`src/rtl/mdu_pkg.sv`:
```
// ============================================================================
// Module      : mdu_pkg
// Description : Op codes, FSM state encoding and elaboration helpers shared
//               by the iterative multiply/divide unit.
// Revision    : 1.0 - initial release
// ============================================================================
`default_nettype none

package mdu_pkg;

  localparam logic [3:0] OP_NONE  = 4'd0;
  localparam logic [3:0] OP_MULT  = 4'd1;
  localparam logic [3:0] OP_MULTU = 4'd2;
  localparam logic [3:0] OP_DIV   = 4'd3;
  localparam logic [3:0] OP_DIVU  = 4'd4;
  localparam logic [3:0] OP_MTHI  = 4'd5;
  localparam logic [3:0] OP_MTLO  = 4'd6;
  localparam logic [3:0] OP_MADD  = 4'd7;
  localparam logic [3:0] OP_MADDU = 4'd8;
  localparam logic [3:0] OP_MSUB  = 4'd9;
  localparam logic [3:0] OP_MSUBU = 4'd10;

  typedef enum logic [1:0] {
    ST_IDLE = 2'd0,
    ST_MUL  = 2'd1,
    ST_DIV  = 2'd2
  } state_e;

  // Bits needed to hold values 0..value-1.
  function automatic int clog2(input int value);
    int r;
    r = 0;
    for (int v = value - 1; v > 0; v = v >> 1) begin
      r = r + 1;
    end
    return r;
  endfunction

  function automatic int max_int(input int a, input int b);
    return (a > b) ? a : b;
  endfunction

endpackage

`default_nettype wire

```
`src/rtl/div_iter.sv`:
```
// ============================================================================
// Module      : div_iter
// Description : Unsigned restoring divider, one quotient bit per step.
//               quotient/remainder show the result of the step in progress.
// Revision    : 1.0 - initial release
// ============================================================================
`default_nettype none

module div_iter #(
  parameter int WIDTH = 32
) (
  input  logic             clk,
  input  logic             rst,
  input  logic             load,
  input  logic             step,
  input  logic [WIDTH-1:0] dividend,
  input  logic [WIDTH-1:0] divisor,
  output logic [WIDTH-1:0] quotient,
  output logic [WIDTH-1:0] remainder
);

  logic [WIDTH-1:0] quot_q, quot_d;
  logic [WIDTH:0]   rem_q, rem_d;
  logic [WIDTH-1:0] dvs_q, dvs_d;

  logic [WIDTH+1:0] diff;
  logic             fits;
  logic [WIDTH-1:0] quot_step;
  logic [WIDTH:0]   rem_step;

  always_comb begin
    // Trial subtract of the divisor from the partial remainder shifted by one.
    diff      = {rem_q, quot_q[WIDTH-1]} - {2'b00, dvs_q};
    fits      = ~diff[WIDTH+1];
    quot_step = {quot_q[WIDTH-2:0], fits};
    rem_step  = fits ? diff[WIDTH:0] : {rem_q[WIDTH-1:0], quot_q[WIDTH-1]};

    quot_d = quot_q;
    rem_d  = rem_q;
    dvs_d  = dvs_q;
    if (load) begin
      quot_d = dividend;
      rem_d  = '0;
      dvs_d  = divisor;
    end else if (step) begin
      quot_d = quot_step;
      rem_d  = rem_step;
    end
  end

  always_ff @(posedge clk or negedge rst) begin
    if (!rst) begin
      quot_q <= '0;
      rem_q  <= '0;
      dvs_q  <= '0;
    end else begin
      quot_q <= quot_d;
      rem_q  <= rem_d;
      dvs_q  <= dvs_d;
    end
  end

  assign quotient  = quot_step;
  assign remainder = rem_step[WIDTH-1:0];

endmodule

`default_nettype wire

```
`src/rtl/mdu_iter.sv`:
```
// ============================================================================
// Module      : mdu_iter
// Description : Iterative MIPS-style multiply/divide unit with HI/LO.
//               Macro MDU_MADD_EN enables madd/maddu/msub/msubu.
// Revision    : 1.0 - initial release
// ============================================================================
`default_nettype none

module mdu_iter
  import mdu_pkg::*;
#(
  parameter int WIDTH      = 32,
  parameter int MUL_CYCLES = 5
) (
  input  logic             clk,
  input  logic             rst,
  input  logic [WIDTH-1:0] dh,
  input  logic [WIDTH-1:0] dl,
  input  logic [3:0]       op,
  input  logic             flush,
  output logic             busy,
  output logic             invalid,
  output logic [WIDTH-1:0] hi,
  output logic [WIDTH-1:0] lo
);

  localparam int             CW       = clog2(max_int(WIDTH, MUL_CYCLES) + 1);
  localparam logic [CW-1:0]  MUL_LOAD = CW'(MUL_CYCLES - 1);
  localparam logic [CW-1:0]  DIV_LOAD = CW'(WIDTH - 1);

  state_e           state_q, state_d;
  logic [CW-1:0]    cnt_q, cnt_d;
  logic             busy_q, busy_d;
  logic             invalid_q, invalid_d;
  logic [WIDTH-1:0] hi_q, hi_d;
  logic [WIDTH-1:0] lo_q, lo_d;
  logic [WIDTH-1:0] a_q, a_d;
  logic [WIDTH-1:0] b_q, b_d;
  logic             sgn_q, sgn_d;
`ifdef MDU_MADD_EN
  logic [1:0]       acc_q, acc_d;
  logic [1:0]       op_acc;
`endif

  logic             op_legal, op_mul, op_div, op_signed;
  logic             start, reject;
  logic [WIDTH-1:0] dvd_mag, dvs_mag;
  logic             div_load, div_step;
  logic [WIDTH-1:0] div_quot, div_rem;
  logic [WIDTH-1:0] quot_fix, rem_fix;
  logic [2*WIDTH-1:0] a_ext, b_ext, product, mul_res;

  always_comb begin
    op_legal  = 1'b0;
    op_mul    = 1'b0;
    op_div    = 1'b0;
    op_signed = 1'b0;
`ifdef MDU_MADD_EN
    op_acc    = 2'b00;
`endif
    case (op)
      OP_NONE, OP_MTHI, OP_MTLO: op_legal = 1'b1;
      OP_MULT:  begin op_legal = 1'b1; op_mul = 1'b1; op_signed = 1'b1; end
      OP_MULTU: begin op_legal = 1'b1; op_mul = 1'b1; end
      OP_DIV:   begin op_legal = 1'b1; op_div = 1'b1; op_signed = 1'b1; end
      OP_DIVU:  begin op_legal = 1'b1; op_div = 1'b1; end
`ifdef MDU_MADD_EN
      // op_acc = {accumulate, subtract}
      OP_MADD:  begin op_legal = 1'b1; op_mul = 1'b1; op_signed = 1'b1; op_acc = 2'b10; end
      OP_MADDU: begin op_legal = 1'b1; op_mul = 1'b1; op_acc = 2'b10; end
      OP_MSUB:  begin op_legal = 1'b1; op_mul = 1'b1; op_signed = 1'b1; op_acc = 2'b11; end
      OP_MSUBU: begin op_legal = 1'b1; op_mul = 1'b1; op_acc = 2'b11; end
`endif
      default: ;
    endcase
  end

  assign start  = op_legal && (op != OP_NONE) && !busy_q && !flush;
  assign reject = (op != OP_NONE) && !flush && (busy_q || !op_legal);

  // The divider works on magnitudes; signs are reapplied at commit.
  assign dvd_mag = (op_signed && dh[WIDTH-1]) ? -dh : dh;
  assign dvs_mag = (op_signed && dl[WIDTH-1]) ? -dl : dl;

  div_iter #(
    .WIDTH (WIDTH)
  ) u_div (
    .clk       (clk),
    .rst       (rst),
    .load      (div_load),
    .step      (div_step),
    .dividend  (dvd_mag),
    .divisor   (dvs_mag),
    .quotient  (div_quot),
    .remainder (div_rem)
  );

  assign quot_fix = (sgn_q && (a_q[WIDTH-1] ^ b_q[WIDTH-1])) ? -div_quot : div_quot;
  assign rem_fix  = (sgn_q && a_q[WIDTH-1]) ? -div_rem : div_rem;

  assign a_ext   = {{WIDTH{sgn_q & a_q[WIDTH-1]}}, a_q};
  assign b_ext   = {{WIDTH{sgn_q & b_q[WIDTH-1]}}, b_q};
  assign product = a_ext * b_ext;

`ifdef MDU_MADD_EN
  always_comb begin
    case (acc_q)
      2'b10:   mul_res = {hi_q, lo_q} + product;
      2'b11:   mul_res = {hi_q, lo_q} - product;
      default: mul_res = product;
    endcase
  end
`else
  assign mul_res = product;
`endif

  always_comb begin
    state_d   = state_q;
    cnt_d     = cnt_q;
    busy_d    = busy_q;
    invalid_d = reject;
    hi_d      = hi_q;
    lo_d      = lo_q;
    a_d       = a_q;
    b_d       = b_q;
    sgn_d     = sgn_q;
`ifdef MDU_MADD_EN
    acc_d     = acc_q;
`endif
    div_load  = 1'b0;
    div_step  = 1'b0;

    case (state_q)
      ST_IDLE: begin
        if (start) begin
          if (op == OP_MTHI) begin
            hi_d = dh;
          end else if (op == OP_MTLO) begin
            lo_d = dh;
          end else begin
            a_d    = dh;
            b_d    = dl;
            sgn_d  = op_signed;
            busy_d = 1'b1;
`ifdef MDU_MADD_EN
            acc_d  = op_acc;
`endif
            if (op_mul) begin
              state_d = ST_MUL;
              cnt_d   = MUL_LOAD;
            end else if (op_div) begin
              state_d  = ST_DIV;
              cnt_d    = DIV_LOAD;
              div_load = 1'b1;
            end
          end
        end
      end

      ST_MUL, ST_DIV: begin
        div_step = (state_q == ST_DIV) && !flush;
        if (flush) begin
          state_d = ST_IDLE;
          busy_d  = 1'b0;
        end else if (cnt_q == '0) begin
          state_d = ST_IDLE;
          busy_d  = 1'b0;
          if (state_q == ST_MUL) begin
            {hi_d, lo_d} = mul_res;
          end else if (b_q == '0) begin
            hi_d = a_q;
            lo_d = '1;
          end else begin
            hi_d = rem_fix;
            lo_d = quot_fix;
          end
        end else begin
          cnt_d = cnt_q - CW'(1);
        end
      end

      default: begin
        state_d = ST_IDLE;
        busy_d  = 1'b0;
      end
    endcase
  end

  always_ff @(posedge clk or negedge rst) begin
    if (!rst) begin
      state_q   <= ST_IDLE;
      cnt_q     <= '0;
      busy_q    <= 1'b0;
      invalid_q <= 1'b0;
      hi_q      <= '0;
      lo_q      <= '0;
      a_q       <= '0;
      b_q       <= '0;
      sgn_q     <= 1'b0;
`ifdef MDU_MADD_EN
      acc_q     <= 2'b00;
`endif
    end else begin
      state_q   <= state_d;
      cnt_q     <= cnt_d;
      busy_q    <= busy_d;
      invalid_q <= invalid_d;
      hi_q      <= hi_d;
      lo_q      <= lo_d;
      a_q       <= a_d;
      b_q       <= b_d;
      sgn_q     <= sgn_d;
`ifdef MDU_MADD_EN
      acc_q     <= acc_d;
`endif
    end
  end

  assign busy    = busy_q;
  assign invalid = invalid_q;
  assign hi      = hi_q;
  assign lo      = lo_q;

endmodule

`default_nettype wire

```
`config.mk`:
```
export PLATFORM = sky130hd
export DESIGN_NAME = mdu_iter
export DESIGN_NICKNAME = d
export VERILOG_FILES = /design/src/rtl/mdu_pkg.sv /design/src/rtl/div_iter.sv /design/src/rtl/mdu_iter.sv
export SDC_FILE = /design/constraint.sdc
export NUM_CORES = 2
export LEC_CHECK = 0
export ABC_AREA = 1
export BUFFER_PORTS_ARGS = -buffer_cell sky130_fd_sc_hd__buf_2
export CORE_MARGIN = 5
export CORE_UTILIZATION = 49
export CTS_CLUSTER_SIZE = 16
export DETAILED_ROUTE_END_ITERATION = 12
export PLACE_DENSITY = 0.74
export SYNTH_ARGS = -nofsm -noshare
export SYNTH_HDL_FRONTEND = slang
export SYNTH_SLANG_ARGS = --single-unit
```
`constraint.sdc`:
```
create_clock -name clk -period 8 [get_ports clk]
set_input_delay 1.2 -clock clk [delete_from_list [all_inputs] [get_ports clk]]
set_output_delay 1.2 -clock clk [all_outputs]
set_load 0.02 [all_outputs]
```
==> flow_results.org <==
** Clocking
- The tree is rooted in a sky130_fd_sc_hd__clkbuf_16.
- Clock tree synthesis found a total of 236 sinks.
- Counting along the longest clock path gives a buffer depth of 3.
- In this run, CTS created clock tree buffers numbering 30.
- In this run the number of H-tree levels came out at 1.
- Clock-pin slew reported for the worst setup and hold paths after clock tree synthesis :: 70 ps
- TritonCTS built the clock tree.
- Clock latency on the worst-skew pair, taken at its later pin, is 610 ps.

** Setup path
- Counting both buffers and inverters, the worst setup path holds a total of 11.
- Data arrival time of the worst path :: 8370 ps
- Measured in cells, the most critical reg-to-reg path has a length of 34.
- The worst setup path is launched from a register.
- Of all nets on the critical path, the largest fanout is 15.
- The worst register-to-register path ends at hi[21]$_DFFE_PN0P_.
- CP endpoint kind :: register
- Largest delay share family, worst path :: adder cells
- Crit-path most repeated cell :: sky130_fd_sc_hd__fa_1
- Req. time, crit path :: 8520 ps
- Reg-to-Reg Start :: a_q[17]$_DFFE_PN0P_
- The largest single stage delay on the critical path is 590 ps.
- The worst setup path is of the reg -> reg kind.
- Master of the slowest instance on the critical path :: sky130_fd_sc_hd__fa_1
- Setup slack of the most critical reg-to-reg path :: 150 ps

** Timing
- Layout Skew :: 20.48 ps
- Least-Margin Pin Slew :: 1171 ps
- Counting I/O delays and the setup requirement, the final critical path takes 7852 ps.
- The final hold violation count was 0.
- RSZ-0062 raised after global routing :: true
- Setup slack on the critical path of the routed design comes to 147.9 ps.
- Final critical-path share of the clock period :: 98.15%
- Max-slew violation count :: 0
- Peak clock frequency supported by timing :: 127.4 MHz
- The tightest hold path in the finished design has a slack of 494.1 ps.
- Count of final setup violators :: 0
- Max transition margin :: 21.79%

** Yosys
- Leading post-synthesis cells by instance count :: sky130_fd_sc_hd__inv_1, sky130_fd_sc_hd__nand2_1, sky130_fd_sc_hd__fa_1
- Synthesis produced a netlist with a net count of 8751.
- Most used flip-flop cell after synthesis :: sky130_fd_sc_hd__dfrtp_1
- In this run the biggest area consumer among cell types represents 40.51% of the synthesized area.
- In the post-synthesis netlist, the cell with the most instances is sky130_fd_sc_hd__inv_1.
- Of the synthesized area, sequential elements account for 10.61%.
- Counting flops with an async set or reset pin after synthesis yields a share of 100.0%.
- For this run, the number of Yosys warnings is 0.
- Counting distinct cell types in the post-synthesis netlist gives 59.
- Netlist area before placement :: 55650 um2
- Count of flip-flops with a built-in enable after synthesis :: 0
- Post-synthesis sequential element count :: 236
- By area the synthesized netlist is led by sky130_fd_sc_hd__fa_1, sky130_fd_sc_hd__inv_1, sky130_fd_sc_hd__nand2_1.
- A synthesized cell averages 7.623 um2.
- The synthesized design spends more area on one cell type than any other, namely sky130_fd_sc_hd__fa_1.
- The cell count after synthesis came out at 7300.

** Place
- Pre-CTS setup slack :: -147.0 ps
- Final HPWL from detailed placement :: 160.1 mm
- Port buffering added 136 buffers.
- In this run, placement finished with an instance count of 8890.
- Routability congestion estimate :: 1.006

** Cells and area
- In the final layout, the multi-input gates occupy 41560 um2.
- Layout net count :: 8922
- Share of cells above drive strength 1 :: 9.808%
- Final core occ :: 54.99%
- Final instance count without filler cells :: 9000
- Counting the fill cells in the layout gives 10650.
- P&R area growth vs syn :: 11.31%
- Area taken by flip-flops and latches :: 5942 um2

** Floorplanning
- From left edge to right edge, the die measures 347.0 um.
- Cell row count :: 123
- The die covers 120400 um2.
- Effective utilization at floorplan :: 49.40%
- Overall die height :: 347.0 um
- 137 I/O pins were placed.
- Area inside the core boundary :: 112700 um2

** GRT
- Global routing used 31.93% of the available tracks.
- Number of global-route vias before repair :: 50210
- The number of antenna violations at the first check in global routing was 8.
- The first global-routing pass estimated 298.4 mm of wire.
- After global routing the overflow that remains totals 0.
- Entering global routing, the biggest net connects 162 pins.

** Min path
- The startpoint identified for the worst hold timing path is lo[13]$_DFFE_PN0P_.
- Path category of the worst min-delay check :: reg -> reg
- The worst hold path terminates at lo[13]$_DFFE_PN0P_.
- The worst hold path was traced through 2 stages.

** Route
- Routed Wire Length :: 194.5 mm
- Dividing the detail-routed wire length by the instance count gives 21.62 um.
- In this run the remaining antenna-violating nets after routing total 0.
- The first detailed-routing pass took 6 iterations.
- The highest layer touched by signal routing is met4.
- Iteration-0 DRC count of the detailed router :: 5054
- Routed met3 length :: 20.44 mm
- Met2 wire len :: 86.22 mm
- Ratio of routed vias to standard cells :: 5.450
- The detailed router placed 49050 vias in this run.
- After detailed routing, the wire length on met1 is 78.90 mm.
- For this run, design rule violations remaining after detail routing come to 0.

** Flow run
- The tool flagged a number of max-cap violations equal to 0.

** Run status
- The flow ran to the end, and the final reports show no timing, DRC or antenna violations.
-- metrics by stage --
stage	area, um2	setup TNS [ps]
CTS	60920	0
finish	61950	0
global route	61930	-208.8
detailed placement	59880	-411.6
floorplan	55650	0
global placement	59880	-282.4
-- cell families after synthesis --
| family | Yosys count | share of synthesized area, % |
|---|---|---|
| DFF | 236 | 10.61 |
| and+or+nand+nor | 2657 | 19.29 |
| xor gates and xnor gates | 108 | 1.700 |
| adders and majority gates | 1380 | 46.22 |
| AOI/OAI and AO/OA | 661 | 6.819 |
| buffers and inverters | 2258 | 15.36 |
-- worst min-delay path, stage by stage, from the launching register on --
cell                      delay (ps)
sky130_fd_sc_hd__dfrtp_1         350
sky130_fd_sc_hd__nand2_1          50
sky130_fd_sc_hd__o21ai_0          60
-- worst max-delay path by stage --
stage / to / slack (ps) / cells after the start / startpoint
detailed placement: hi[3]$_DFFE_PN0P_ / -150 / 30 / a_q[18]$_DFFE_PN0P_
finish: hi[21]$_DFFE_PN0P_ / 150 / 34 / a_q[17]$_DFFE_PN0P_
global route: hi[29]$_DFFE_PN0P_ / -60 / 29 / b_q[2]$_DFFE_PN0P_
floorplan: hi[31]$_DFFE_PN0P_ / 190 / 32 / a_q[31]$_DFFE_PN0P_
CTS: hi[20]$_DFFE_PN0P_ / 20 / 33 / b_q[19]$_DFFE_PN0P_
global placement: hi[3]$_DFFE_PN0P_ / -90 / 30 / a_q[18]$_DFFE_PN0P_
-- metal layers --
metal  up-vias  track usage, %
met5         -               0
met4         0           11.89
met3       424           6.811
met2      2573           49.13
met1     24460           44.81
li1      21600               -
-- registers in the layout (all words and copies together), names as in the netlist --
name	flops
u_div.rem_q	33
a_q	32
b_q	32
hi	32
lo	32
u_div.dvs_q	32
u_div.quot_q	32
cnt_q	6
state_q	2
busy	1
invalid	1
sgn_q	1
-- placed cells by master, fill, tap and decap left out, types with 16 or more instances in the layout --
| cell type | count |
|---|---|
| sky130_fd_sc_hd__buf_4 | 276 |
| sky130_fd_sc_hd__clkbuf_16 | 36 |
| sky130_fd_sc_hd__a31oi_1 | 26 |
| sky130_fd_sc_hd__dfrtp_1 | 207 |
| sky130_fd_sc_hd__ha_1 | 240 |
| sky130_fd_sc_hd__fa_1 | 1115 |
| sky130_fd_sc_hd__o211ai_1 | 23 |
| sky130_fd_sc_hd__nand2_1 | 1823 |
| sky130_fd_sc_hd__nor3_1 | 39 |
| sky130_fd_sc_hd__dfrtp_2 | 29 |
| sky130_fd_sc_hd__nor2_2 | 21 |
| sky130_fd_sc_hd__inv_1 | 1881 |
| sky130_fd_sc_hd__o221ai_1 | 46 |
| sky130_fd_sc_hd__o22ai_1 | 34 |
| sky130_fd_sc_hd__xor2_1 | 72 |
| sky130_fd_sc_hd__nand3_1 | 203 |
| sky130_fd_sc_hd__nand4_1 | 30 |
| sky130_fd_sc_hd__nand2_2 | 36 |
| sky130_fd_sc_hd__a21oi_2 | 23 |
| sky130_fd_sc_hd__xnor2_1 | 35 |
| sky130_fd_sc_hd__buf_12 | 65 |
| sky130_fd_sc_hd__a21oi_1 | 207 |
| sky130_fd_sc_hd__buf_2 | 136 |
| sky130_fd_sc_hd__nor2_1 | 437 |
| sky130_fd_sc_hd__o21ai_0 | 231 |
| sky130_fd_sc_hd__o21ai_1 | 16 |
-- repair_timing --
action                                 CTS  global route
endpoints found under the hold margin    0             0
gates cloned                             0             5
pin swaps                                0            18
buffers inserted                         0            44
setup endpoints to repair                9            33
gates resized for setup                  8           132
hold buffers                             0             0
-- layout make-up --
cell class	instances	share of cell area (%)
Multi-Input combinational cell	4806	67.09
Inverter	1896	11.49
Sequential cell	236	9.592
Timing Repair Buffer	501	7.092
Tap cell	1500	3.030
Clock buffer	43	1.406
Clock inverter	12	0.2666
Antenna cell	6	0.02424
Power is left out: the tool's default activity adds up to more than one toggle a clock period on the data nets, which glitch-free logic cannot reach.
